## src/rtl/imem_dmem_arbiter.sv

```systemverilog
// imem_dmem_arbiter
//   Single-port arbiter that shares the unified instruction/data memory
//   between the fetch stage (read-only) and the data/LSU path (read/write).
//   Data side normally wins. A bounded streak counter lets fetch in after
//   MAX_DM_STREAK back-to-back data grants made while fetch was waiting.
//
// Ports
//   clk, rst                      clock, synchronous active-high reset
//   if_req_i/if_addr_i            fetch read request
//   if_flush_i                    drop the outstanding fetch response
//   if_gnt_o                      fetch accepted this cycle
//   if_rvalid_o/if_rdata_o        fetch response (one cycle after grant)
//   dm_req_i/dm_we_i/dm_addr_i/dm_wdata_i   data request
//   dm_gnt_o                      data accepted this cycle
//   dm_rvalid_o/dm_rdata_o        data read response (one cycle after grant)
//   mem_addr_o/mem_wdata_o/mem_read_en_o/mem_write_en_o   memory drive
//   mem_rdata_i                   memory read data (one cycle latency)
module imem_dmem_arbiter #(
  parameter int AWIDTH        = 32,
  parameter int DWIDTH        = 32,
  parameter int MAX_DM_STREAK = 4
) (
  input  logic              clk,
  input  logic              rst,
  input  logic              if_req_i,
  input  logic [AWIDTH-1:0] if_addr_i,
  input  logic              if_flush_i,
  output logic              if_gnt_o,
  output logic              if_rvalid_o,
  output logic [DWIDTH-1:0] if_rdata_o,
  input  logic              dm_req_i,
  input  logic              dm_we_i,
  input  logic [AWIDTH-1:0] dm_addr_i,
  input  logic [DWIDTH-1:0] dm_wdata_i,
  output logic              dm_gnt_o,
  output logic              dm_rvalid_o,
  output logic [DWIDTH-1:0] dm_rdata_o,
  output logic [AWIDTH-1:0] mem_addr_o,
  output logic [DWIDTH-1:0] mem_wdata_o,
  output logic              mem_read_en_o,
  output logic              mem_write_en_o,
  input  logic [DWIDTH-1:0] mem_rdata_i
);

  // Owner of the read that is in flight in memory this cycle.
  typedef enum logic [1:0] {
    TAG_NONE,
    TAG_IF,
    TAG_DM
  } tag_t;

  localparam logic [3:0] STREAK_MAX = 4'(MAX_DM_STREAK);

  tag_t       tag_q, tag_d;
  logic [3:0] streak_q, streak_d;
  logic       flush_pend_q, flush_pend_d;
  logic       if_wins;

  always_ff @(posedge clk) begin
    if (rst) begin
      tag_q        <= TAG_NONE;
      streak_q     <= 4'd0;
      flush_pend_q <= 1'b0;
    end else begin
      tag_q        <= tag_d;
      streak_q     <= streak_d;
      flush_pend_q <= flush_pend_d;
    end
  end

  always_comb begin
    // Fetch wins when it is alone, or when data has used up its streak.
    if_wins        = if_req_i && (!dm_req_i || (streak_q >= STREAK_MAX));
    if_gnt_o       = !rst && if_wins;
    dm_gnt_o       = !rst && dm_req_i && !if_wins;

    mem_addr_o     = '0;
    mem_wdata_o    = '0;
    mem_read_en_o  = 1'b0;
    mem_write_en_o = 1'b0;
    tag_d          = TAG_NONE;

    if (if_gnt_o) begin
      mem_addr_o    = if_addr_i;
      mem_read_en_o = 1'b1;
      tag_d         = TAG_IF;
    end else if (dm_gnt_o) begin
      mem_addr_o     = dm_addr_i;
      mem_wdata_o    = dm_wdata_i;
      mem_read_en_o  = !dm_we_i;
      mem_write_en_o = dm_we_i;
      tag_d          = dm_we_i ? TAG_NONE : TAG_DM;
    end

    // A flush raised alongside a fetch grant must kill next cycle's data.
    flush_pend_d = if_gnt_o && if_flush_i;

    // Streak only counts data grants that actually made fetch wait.
    if (!if_req_i || if_gnt_o)
      streak_d = 4'd0;
    else if (dm_gnt_o && (streak_q < STREAK_MAX))
      streak_d = streak_q + 4'd1;
    else
      streak_d = streak_q;

    // Responses are gated by rst so a read issued just before reset is lost.
    if_rvalid_o = !rst && (tag_q == TAG_IF) && !if_flush_i && !flush_pend_q;
    dm_rvalid_o = !rst && (tag_q == TAG_DM);
    if_rdata_o  = if_rvalid_o ? mem_rdata_i : '0;
    dm_rdata_o  = dm_rvalid_o ? mem_rdata_i : '0;
  end

endmodule
```

## config.mk

```make
export PLATFORM = sky130hd
export DESIGN_NAME = imem_dmem_arbiter
export DESIGN_NICKNAME = d
export VERILOG_FILES = /design/src/rtl/imem_dmem_arbiter.sv
export SDC_FILE = /design/constraint.sdc
export NUM_CORES = 1
export LEC_CHECK = 0
export ABC_AREA = 1
export BUFFER_PORTS_ARGS = -buffer_cell sky130_fd_sc_hd__buf_4
export CAP_MARGIN = 20
export CORE_AREA = 2 2 105 107
export CTS_BUF_LIST = sky130_fd_sc_hd__clkbuf_2
export DETAILED_ROUTE_END_ITERATION = 10
export DIE_AREA = 0 0 107 109
export PLACE_DENSITY = 0.48
export SYNTH_ARGS = -nofsm -noshare
export SYNTH_HDL_FRONTEND = slang
export SYNTH_SLANG_ARGS = --single-unit
```

## constraint.sdc

```tcl
create_clock -name clk -period 2.7 [get_ports clk]
set_input_delay 0.54 -clock clk [delete_from_list [all_inputs] [get_ports clk]]
set_output_delay 0.54 -clock clk [all_outputs]
set_load 0.01 [all_outputs]
```

==> metrics.yaml, run 1 <==
floorplanning:
  initial_utilization_pct: 13.9
  fp.dieH_um: 109
  die_x_um: 107
  row_count: 38
  dieArea_um2: 11700
  core-area_um2: 10600
  ios: 268
pwr:
  p_sw_mw: 0.229
  p_leak_nw: 2.42
  p_int_mw: 0.381
  switching_share_pct: 37.5
  powerDensity_nw_per_um2: 169
  p_comb_share_pct: 68.6
  max-vdd-ir-drop_uv: 88.5
  total_power_mw: 0.610
  p_clk_share_pct: 13.7
  p_seq_share_pct: 17.7
cts:
  cts-root-buf: "clkbuf_2"
  cts.sinks: 7
  cts.path.max_buffers: 2
  post-cts-setup-buffer-count: 0
  cts-resized-gates: 0
  clk_latency_ns: 0.25
  clkTransAtPathRegs_ns: 0.07
  h-tree-depth: 1
  cts_tree: "done"
  ctsHoldBuffers: 0
  cts_buffers: 3
placement:
  hpwlAfterDp_mm: 6.83
  port_buffers: 267
  gp_congestion: 0.788
global_routing:
  grt_max_degree: 35
  grt_pass1_vias: 2638
  grt_first_pass_wirelength_mm: 12.3
  antenna_found_initial: 0
  overflow: 0
  track_usage_pct: 12.8
timing:
  slew_viol_final: 0
  max_slew_margin_pct: 56.1
  final_hold_viol_count: 0
  skew_ns: 0.00553
  finalCritPeriodShare_pct: 84.5
  max_freq_mhz: 438
  tightest_slew_ns: 0.658
  fin_setup_tns_ns: 0
  grt_setup_unrepaired: "false"
  setup_violations: 0
  period_minus_slack_ns: 2.28
synth:
  yosys_warnings: 0
  synth_top_family_by_area: "simple AND/OR/NAND/NOR gates"
  yosys.area_share.simple_pct: 60.6
  syn_nets: 456
  synth_compound_area_share_pct: 1.11
  ys_ff_latch: 7
  synth_xor_area_share_pct: 0
  syn-mean-instance-area_um2: 4.58
  netlist_area_um2: 1470
  synth.area.mux_share_pct: 0
  synth_fa_ha_area_share_pct: 0.852
  synth_cells: 321
  yosysSeqAreaShare_pct: 9.54
  yosysUniqueCellTypes: 14
layout:
  final_common_cell: "buf_4"
  syn_to_final_growth_pct: 146
  utilization_pct: 34.1
  fin_nets: 712
  final_cell_mix: "271 x buf_4, 104 x nor2_1, 77 x inv_1, 67 x nand3_1, 35 x nand2_1"
  drive_above_1_share_pct: 49.1
  antenna_cells: 0
setup_path:
  worstSetupEndpointType: "output pin"
  worstReg2RegStart: "streak_q[2]"
  rrSetupSlack_ns: 1.26
  r2r_cells: 4
  crit_start: "streak_q[2]"
  startpoint_type: "flop"
  worstPathMaxFanout: 33
  reg2reg_to: "tag_q[0]"
  arrival_ns: 1.74
  required_ns: 2.16
  worst-setup-path-type: "reg -> out"
detailed_routing:
  dr.pass1.iters: 4
  ant_nets: 0
  vias_per_cell: 3.95
  routed_wl_mm: 8.20
  dr_total_vias: 2828
  wl_per_cell_um: 11.5
  route.detailed.drc: 0
  drt_iter0_markers: 86
hold_path:
  worstHoldStart: "streak_q[0]"
  hold_depth: 1
  hold_path.class: "reg -> reg"
  min_to: "streak_q[0]"
job:
  cap_violations: 0
run_status:
  outcome: "completed"
-- synthesized netlist by cell type --
cell / count / area share [%]
inv_1: 77 / 20
nand3_1: 67 / 23
inv_2: 3 / 0.77
conb_1: 1 / 0.26
buf_2: 21 / 7.2
dfxtp_1: 7 / 9.5
nand3_2: 1 / 0.68
ha_1: 1 / 0.85
nand4_1: 1 / 0.43
nor2_4: 1 / 0.77
nor2_1: 104 / 27
o21ai_4: 1 / 1.1
nand2_2: 1 / 0.43
nand2_1: 35 / 8.9
-- final cells by class --
class,instances,area (µm²)
inverter,80,300
sequential,7,140
tap,140,175
timing repair buffer,272,2050
multi-input combinational,213,923
fill,1162,6990
clock buffer,4,20.0
-- critical path, cell delays in order (launching register included) --
cell	delay, ns
dfxtp_1	0.35
inv_1	0.08
nand3_2	0.51
nand2_1	0.33
nand2_1	0.09
buf_4	0.14
-- through the flow --
step                setup slack, ns  instance area (µm²)  std cells  hold slack, ns
floorplan                      1.02                 1470        321           0.399
global placement              0.422                 3590        712           0.406
detailed placement            0.426                 3590        712           0.412
CTS                           0.377                 3610        716           0.423
global route                  0.198                 3610        716           0.445
finish                        0.418                 3610        716           0.420
-- state kept, by name, summed over array words and instances, names as in the netlist --
register / count
streak_q: 4
flush_pend_q: 1
tag_q: 2
-- cells by family (layout without fill, tap and decap cells) --
logic type      after synthesis  in the layout
simple gates                210            210
other cells                   1              1
compound gates                1              1
flops                         7              7
buf+inv                     101            356
fa+ha+maj                     1              1
-- routing by layer --
metal	routed length (µm)	vias up	GRT usage (%)
li1	-	1443	-
met1	2680	1198	12.5
met2	4390	175	25.8
met3	993	12	4.24
met4	139	0	3.15
met5	0	-	0
-- power by group through the flow --
| stage | Combinational [mW] | Sequential (mW) | Clock (mW) |
|---|---|---|---|
| after global placement | 0.420 | 0.111 | 0 |
| after CTS | 0.424 | 0.108 | 0.0873 |
| after global routing | 0.460 | 0.109 | 0.0907 |
| after floorplan | 0.152 | 0.110 | 0 |
| after detailed placement | 0.423 | 0.111 | 0 |
| final | 0.418 | 0.108 | 0.0834 |
-- how the worst max path moves through the flow --
| stage | cells past startpoint | slack [ns] | to |
|---|---|---|---|
| detailed placement | 5 | 0.43 | mem_read_en_o |
| CTS | 5 | 0.38 | mem_read_en_o |
| finish | 5 | 0.42 | mem_read_en_o |
| global route | 5 | 0.20 | mem_read_en_o |
| floorplan | 4 | 1.02 | if_rdata_o[22] |
| global placement | 5 | 0.42 | mem_read_en_o |
Power figures use the tool's default switching activity.
==> run 2: changes to the inputs <==
--- a/config.mk
+++ b/config.mk
@@ -8,11 +8,11 @@
 export ABC_AREA = 1
 export BUFFER_PORTS_ARGS = -buffer_cell sky130_fd_sc_hd__buf_4
 export CAP_MARGIN = 20
-export CORE_AREA = 2 2 105 107
+export CORE_AREA = 2 2 104 106
 export CTS_BUF_LIST = sky130_fd_sc_hd__clkbuf_2
 export DETAILED_ROUTE_END_ITERATION = 10
-export DIE_AREA = 0 0 107 109
-export PLACE_DENSITY = 0.48
+export DIE_AREA = 0 0 106 108
+export PLACE_DENSITY = 0.51
 export SYNTH_ARGS = -nofsm -noshare
 export SYNTH_HDL_FRONTEND = slang
 export SYNTH_SLANG_ARGS = --single-unit
==> constraint.sdc (replaced) <==
create_clock -name clk -period 1.8 [get_ports clk]
set_input_delay 0.36 -clock clk [delete_from_list [all_inputs] [get_ports clk]]
set_output_delay 0.36 -clock clk [all_outputs]
set_load 0.01 [all_outputs]
==> metrics.yaml, run 2 (synthesized netlist as in run 1, its figures left out) <==
run_status:
  outcome: "completed"
placement:
  dp_slack_ns: 0.209  # -0.217 ns
  port_buffers: 267  # unchanged
  hpwlAfterDp_mm: 7.10  # +4.1%
  gp_congestion: 0.838  # +6.3%
  place_area_um2: 3680  # +2.4%
timing:
  finalCritPeriodShare_pct: 94.5
  fin_setup_tns_ns: 0  # unchanged
  slew_viol_final: 0  # unchanged
  setup_violations: 0  # unchanged
  skew_ns: 0.00423  # -0.00130 ns
  period_minus_slack_ns: 1.70
  final_hold_viol_count: 0  # unchanged
  max_freq_mhz: 588
  hold_ws_ns: 0.364  # -0.0558 ns
  grt_setup_unrepaired: "false"
  setup_slack_ns: 0.0984  # -0.320 ns
cts:
  cts_buffers: 3  # unchanged
  ctsHoldBuffers: 0  # unchanged
  cts-resized-gates: 0  # unchanged
  cts.path.max_buffers: 2  # unchanged
  cts_tree: "done"
  post-cts-setup-buffer-count: 0  # unchanged
  h-tree-depth: 1  # unchanged
  cts-root-buf: "clkbuf_2"
  clkTransAtPathRegs_ns: 0.08  # about the same
  clk_latency_ns: 0.23  # -0.02 ns
  cts.sinks: 7  # unchanged
global_routing:
  track_usage_pct: 13.1  # +0.26 points
  grt_first_pass_wirelength_mm: 12.4  # +0.84%
  met1_usage_pct: 14.4  # +1.9 points
  use_met3_pct: 2.77  # -1.5 points
  grt_max_degree: 35  # unchanged
  antenna_found_initial: 0  # unchanged
  grt_pass1_vias: 2620  # -0.68%
  overflow: 0  # unchanged
  grt_use_met2_pct: 25.3  # -0.50 points
  busiest_layer: "met2"
floorplanning:
  initial_utilization_pct: 14.4  # +0.50 points
  ios: 268  # unchanged
  die_x_um: 106  # -0.93%
  dieArea_um2: 11400  # -1.8%
  fp.dieH_um: 108  # -0.92%
  core-area_um2: 10200  # -3.5%
  row_count: 37  # -2.6%
layout:
  reg_top3: "streak_q: 4 flops, tag_q: 2 flops, flush_pend_q: 1 flops"
  drive_above_1_share_pct: 49.9  # +0.78 points
  final_cell_mix: "274 x buf_4, 104 x nor2_1, 77 x inv_1, 67 x nand3_1, 35 x nand2_1"
  fin_nets: 719  # +0.98%
  largest_register_ff_count: 4  # unchanged
  syn_to_final_growth_pct: 153
  antenna_cells: 0  # unchanged
  postLayoutCellArea_um2: 3710  # +2.7%
  final_common_cell: "buf_4"
  largest_register: "streak_q"
setup_path:
  arrival_ns: 1.34  # -0.40 ns
  r2r_cells: 4  # unchanged
  worstReg2RegStart: "streak_q[3]"
  worstSetupEndpointType: "output pin"
  required_ns: 1.44  # -0.72 ns
  worst-setup-path-type: "reg -> out"
  worstPathMaxFanout: 34  # +3.0%
  reg2reg_to: "tag_q[1]"
  startpoint_type: "flop"
  rrSetupSlack_ns: 0.80  # -0.46 ns
pwr:
  max-vdd-ir-drop_uv: 107  # +21%
  p_leak_nw: 2.47  # +2.2%
  powerDensity_nw_per_um2: 252  # +49%
detailed_routing:
  dr.pass1.iters: 4  # unchanged
  ant_nets: 0  # unchanged
  route.detailed.drc: 0  # unchanged
  vias_per_cell: 3.93  # -0.42%
  wl_per_cell_um: 11.5  # +0.20%
  dr_total_vias: 2828  # unchanged
  drt_iter0_markers: 125  # +45%
  routed_wl_mm: 8.25  # +0.62%
hold_path:
  min_to: "flush_pend_q"
  worstHoldStart: "if_flush_i"
  hold_path.class: "in -> reg"
  hold_depth: 3  # +2
job:
  cap_violations: 0  # unchanged
[run 2: worst max-delay path by stage]
| stage | from | end | slack, ns | cells past startpoint |
|---|---|---|---|---|
| after floorplan | streak_q[3] | mem_wdata_o[13] | 0.46 | 4 |
| after global placement | if_flush_i | if_rdata_o[17] | 0.19 | 6 |
| after detailed placement | rst | mem_addr_o[0] | 0.21 | 8 |
| after CTS | streak_q[2] | mem_addr_o[0] | 0.01 | 6 |
| after global routing | streak_q[3] | mem_addr_o[0] | 0.02 | 6 |
| final | streak_q[3] | mem_wdata_o[1] | 0.1 | 5 |
[run 2: where the power goes]
part           internal, mW  total, mW  leakage (nW)  switching, mW
registers             0.159      0.163        0.0578        0.00312
clock network        0.0591      0.119        0.0166         0.0601
logic                 0.372      0.652          2.39          0.280
total                 0.591      0.934          2.47          0.343
[run 2: per-stage QoR]
step | utilization, % | std cells | power [mW]
after floorplan | - | 321 | 0.393
after global placement | 36.0 | 715 | 0.817
after detailed placement | 36.0 | 715 | 0.821
after CTS | 36.2 | 719 | 0.945
after global routing | 36.3 | 719 | 1.01
final | 36.3 | 719 | 0.934
[run 2: final cells by class]
class,instances,area (µm²)
timing repair buffer,279,2150
clock buffer,4,20.0
tap,136,170
fill,1114,6520
sequential,7,141
multi-input combinational,213,931
inverter,80,300
[run 2: critical path, stage by stage, from the launching register on]
cell,delay (ns)
dfxtp_1,0.35
o21ai_4,0.21
nand2_2,0.09
buf_12,0.17
nor2_1,0.13
buf_4,0.14
[run 2: per-layer routing]
| metal | vias to the layer above | wire (µm) |
|---|---|---|
| li1 | 1457 | - |
| met1 | 1202 | 2990 |
| met2 | 163 | 4350 |
| met3 | 6 | 819 |
| met4 | 0 | 91 |
| met5 | - | 0 |
==> run 3: changes to the inputs <==
--- a/config.mk
+++ b/config.mk
@@ -8,11 +8,11 @@
 export ABC_AREA = 1
 export BUFFER_PORTS_ARGS = -buffer_cell sky130_fd_sc_hd__buf_4
 export CAP_MARGIN = 20
-export CORE_AREA = 2 2 104 106
+export CORE_AREA = 2 2 103 105
 export CTS_BUF_LIST = sky130_fd_sc_hd__clkbuf_2
 export DETAILED_ROUTE_END_ITERATION = 10
-export DIE_AREA = 0 0 106 108
-export PLACE_DENSITY = 0.51
+export DIE_AREA = 0 0 105 107
+export PLACE_DENSITY = 0.5
 export SYNTH_ARGS = -nofsm -noshare
 export SYNTH_HDL_FRONTEND = slang
 export SYNTH_SLANG_ARGS = --single-unit
==> constraint.sdc (replaced) <==
create_clock -name clk -period 1.6 [get_ports clk]
set_input_delay 0.32 -clock clk [delete_from_list [all_inputs] [get_ports clk]]
set_output_delay 0.32 -clock clk [all_outputs]
set_load 0.01 [all_outputs]
==> metrics.yaml, run 3 (synthesized netlist as in run 1, its figures left out) <==
run_status:
  outcome: "complete, but fails checks"
  violations: "negative setup slack"
cts:
  h-tree-depth: 1  # unchanged
  cts.sinks: 7  # unchanged
  clkTransAtPathRegs_ns: 0.09  # about the same
  cts.path.max_buffers: 2  # unchanged
  ctsHoldBuffers: 0  # unchanged
  cts_tree: "done"
  cts_buffers: 3  # unchanged
  cts-root-buf: "clkbuf_2"
  clk_latency_ns: 0.24  # about the same
timing:
  hold_ws_ns: 0.336  # -0.0280 ns
  setup_violations: 81  # +81
  grt_setup_unrepaired: "true"
  slew_viol_final: 0  # unchanged
  final_hold_viol_count: 0  # unchanged
  finalCritPeriodShare_pct: 105
  max_freq_mhz: 594
  skew_ns: 0.0127  # +0.00842 ns
  setup_slack_ns: -0.0837  # -0.182 ns
  period_minus_slack_ns: 1.68
placement:
  port_buffers: 267  # unchanged
  gp_congestion: 0.808  # -3.6%
  hpwlAfterDp_mm: 6.92  # -2.6%
  dp_slack_ns: 0.148  # -0.0617 ns
  dp.cells: 713  # -0.28%
  place_area_um2: 3710  # +0.95%
global_routing:
  grt_first_pass_wirelength_mm: 12.3  # -0.50%
  overflow: 0  # unchanged
  grt_max_degree: 35  # unchanged
  antenna_found_initial: 0  # unchanged
  track_usage_pct: 13.2  # +0.14 points
  grt_pass1_vias: 2671  # +1.9%
setup_path:
  crit_top_cell: "buf_4"
  slowest_stage: "dfxtp_2"
  path_buf_inv: 3  # +1
  path_cells: "o21ai_4, buf_4, nand2_4, clkbuf_16, nor2_1, buf_4"
  worstSetupEndpointType: "output pin"
  slowest_delay_ns: 0.35  # about the same
  worstPathMaxFanout: 17  # -50%
  arrival_ns: 1.36  # +0.02 ns
  worst-setup-path-type: "reg -> out"
  critical_path.top_delay_family: "buffers and inverters"
  startpoint_type: "flop"
  required_ns: 1.28  # -0.16 ns
layout:
  syn_to_final_growth_pct: 205
  antenna_cells: 0  # unchanged
  largest_register_ff_count: 4  # unchanged
  fin_nets: 730  # +1.5%
  final_cell_mix: "236 x buf_4, 75 x inv_1, 66 x nand3_1, 44 x nor2_1"
  reg_top3: "streak_q: 4 flops, tag_q: 2 flops, flush_pend_q: 1 flops"
  postLayoutCellArea_um2: 4480  # +21%
  final_common_cell: "buf_4"
  largest_register: "streak_q"
  stdcell_count: 730  # +1.5%
  drive_above_1_share_pct: 61.8  # +12 points
job:
  cap_violations: 0  # unchanged
detailed_routing:
  dr_total_vias: 3046  # +7.7%
  routed_wl_mm: 10.1  # +22%
  wl_per_cell_um: 13.8  # +20%
  ant_nets: 0  # unchanged
  vias_per_cell: 4.17  # +6.1%
  drt_iter0_markers: 154  # +23%
  route.detailed.drc: 0  # unchanged
  dr.pass1.iters: 6  # +2
floorplanning:
  dieArea_um2: 11200  # -1.9%
  initial_utilization_pct: 14.6  # +0.20 points
  row_count: 37  # unchanged
  ios: 268  # unchanged
  die_x_um: 105  # -0.94%
  fp.dieH_um: 107  # -0.93%
  core-area_um2: 10100  # -1.4%
pwr:
  p_leak_nw: 2.64  # +7.2%
  powerDensity_nw_per_um2: 264  # +5.0%
  max-vdd-ir-drop_uv: 119  # +11%
  total_power_mw: 1.18  # +27%
hold_path:
  hold_path.class: "in -> reg"
run 3: what timing repair did:
item / CTS / global route
pin swaps: 1 / 5
endpoints found under the setup margin: 67 / 104
gates cloned: 0 / 9
setup buffers: 0 / 4
gates resized for setup: 4 / 141
run 3: worst paths after layout:
kind         slack, ns  cells after the start         endpoint        start
max              -0.08                      6  mem_wdata_o[10]  streak_q[3]
min               0.34                      3     flush_pend_q   if_flush_i
max reg2reg       0.54                      5         tag_q[1]  streak_q[3]
min reg2reg       0.43                      1      streak_q[0]  streak_q[0]
run 3: worst reg2reg max path: stages, from the launching register on:
cell and delay (ns):
dfxtp_2 0.35, o21ai_4 0.16, buf_6 0.14, buf_6 0.13
nand3_1 0.10, inv_1 0.10
run 3: stage by stage:
step           utilization (%)  TNS (ns)
2_1_floorplan                -         0
3_3_place_gp              36.8         0
3_5_place_dp              36.8         0
4_1_cts                   37.1     -1.05
5_1_grt                   44.4    -11.25
6_report                  44.4     -2.74
run 3: final cells by class:
cell class	instances	area [µm²]
inverter	80	300
sequential	7	146
timing repair buffer	290	2570
clock buffer	4	20.0
multi-input combinational	213	1280
fill	976	5610
tap	136	170
run 3: routing by layer:
layer / routed length, µm / vias to the layer above / GRT usage (%)
met5: 0 / - / 0
met1: 3450 / 1360 / 13.3
met4: 177 / 0 / 3.14
li1: - / 1484 / -
met2: 5630 / 186 / 26.8
met3: 824 / 16 / 3.53
run 3: report_power, final:
| part | switching [mW] | total (mW) | internal [mW] |
|---|---|---|---|
| registers | 0.00450 | 0.183 | 0.179 |
| logic | 0.387 | 0.866 | 0.479 |
| clock network | 0.0690 | 0.135 | 0.0664 |
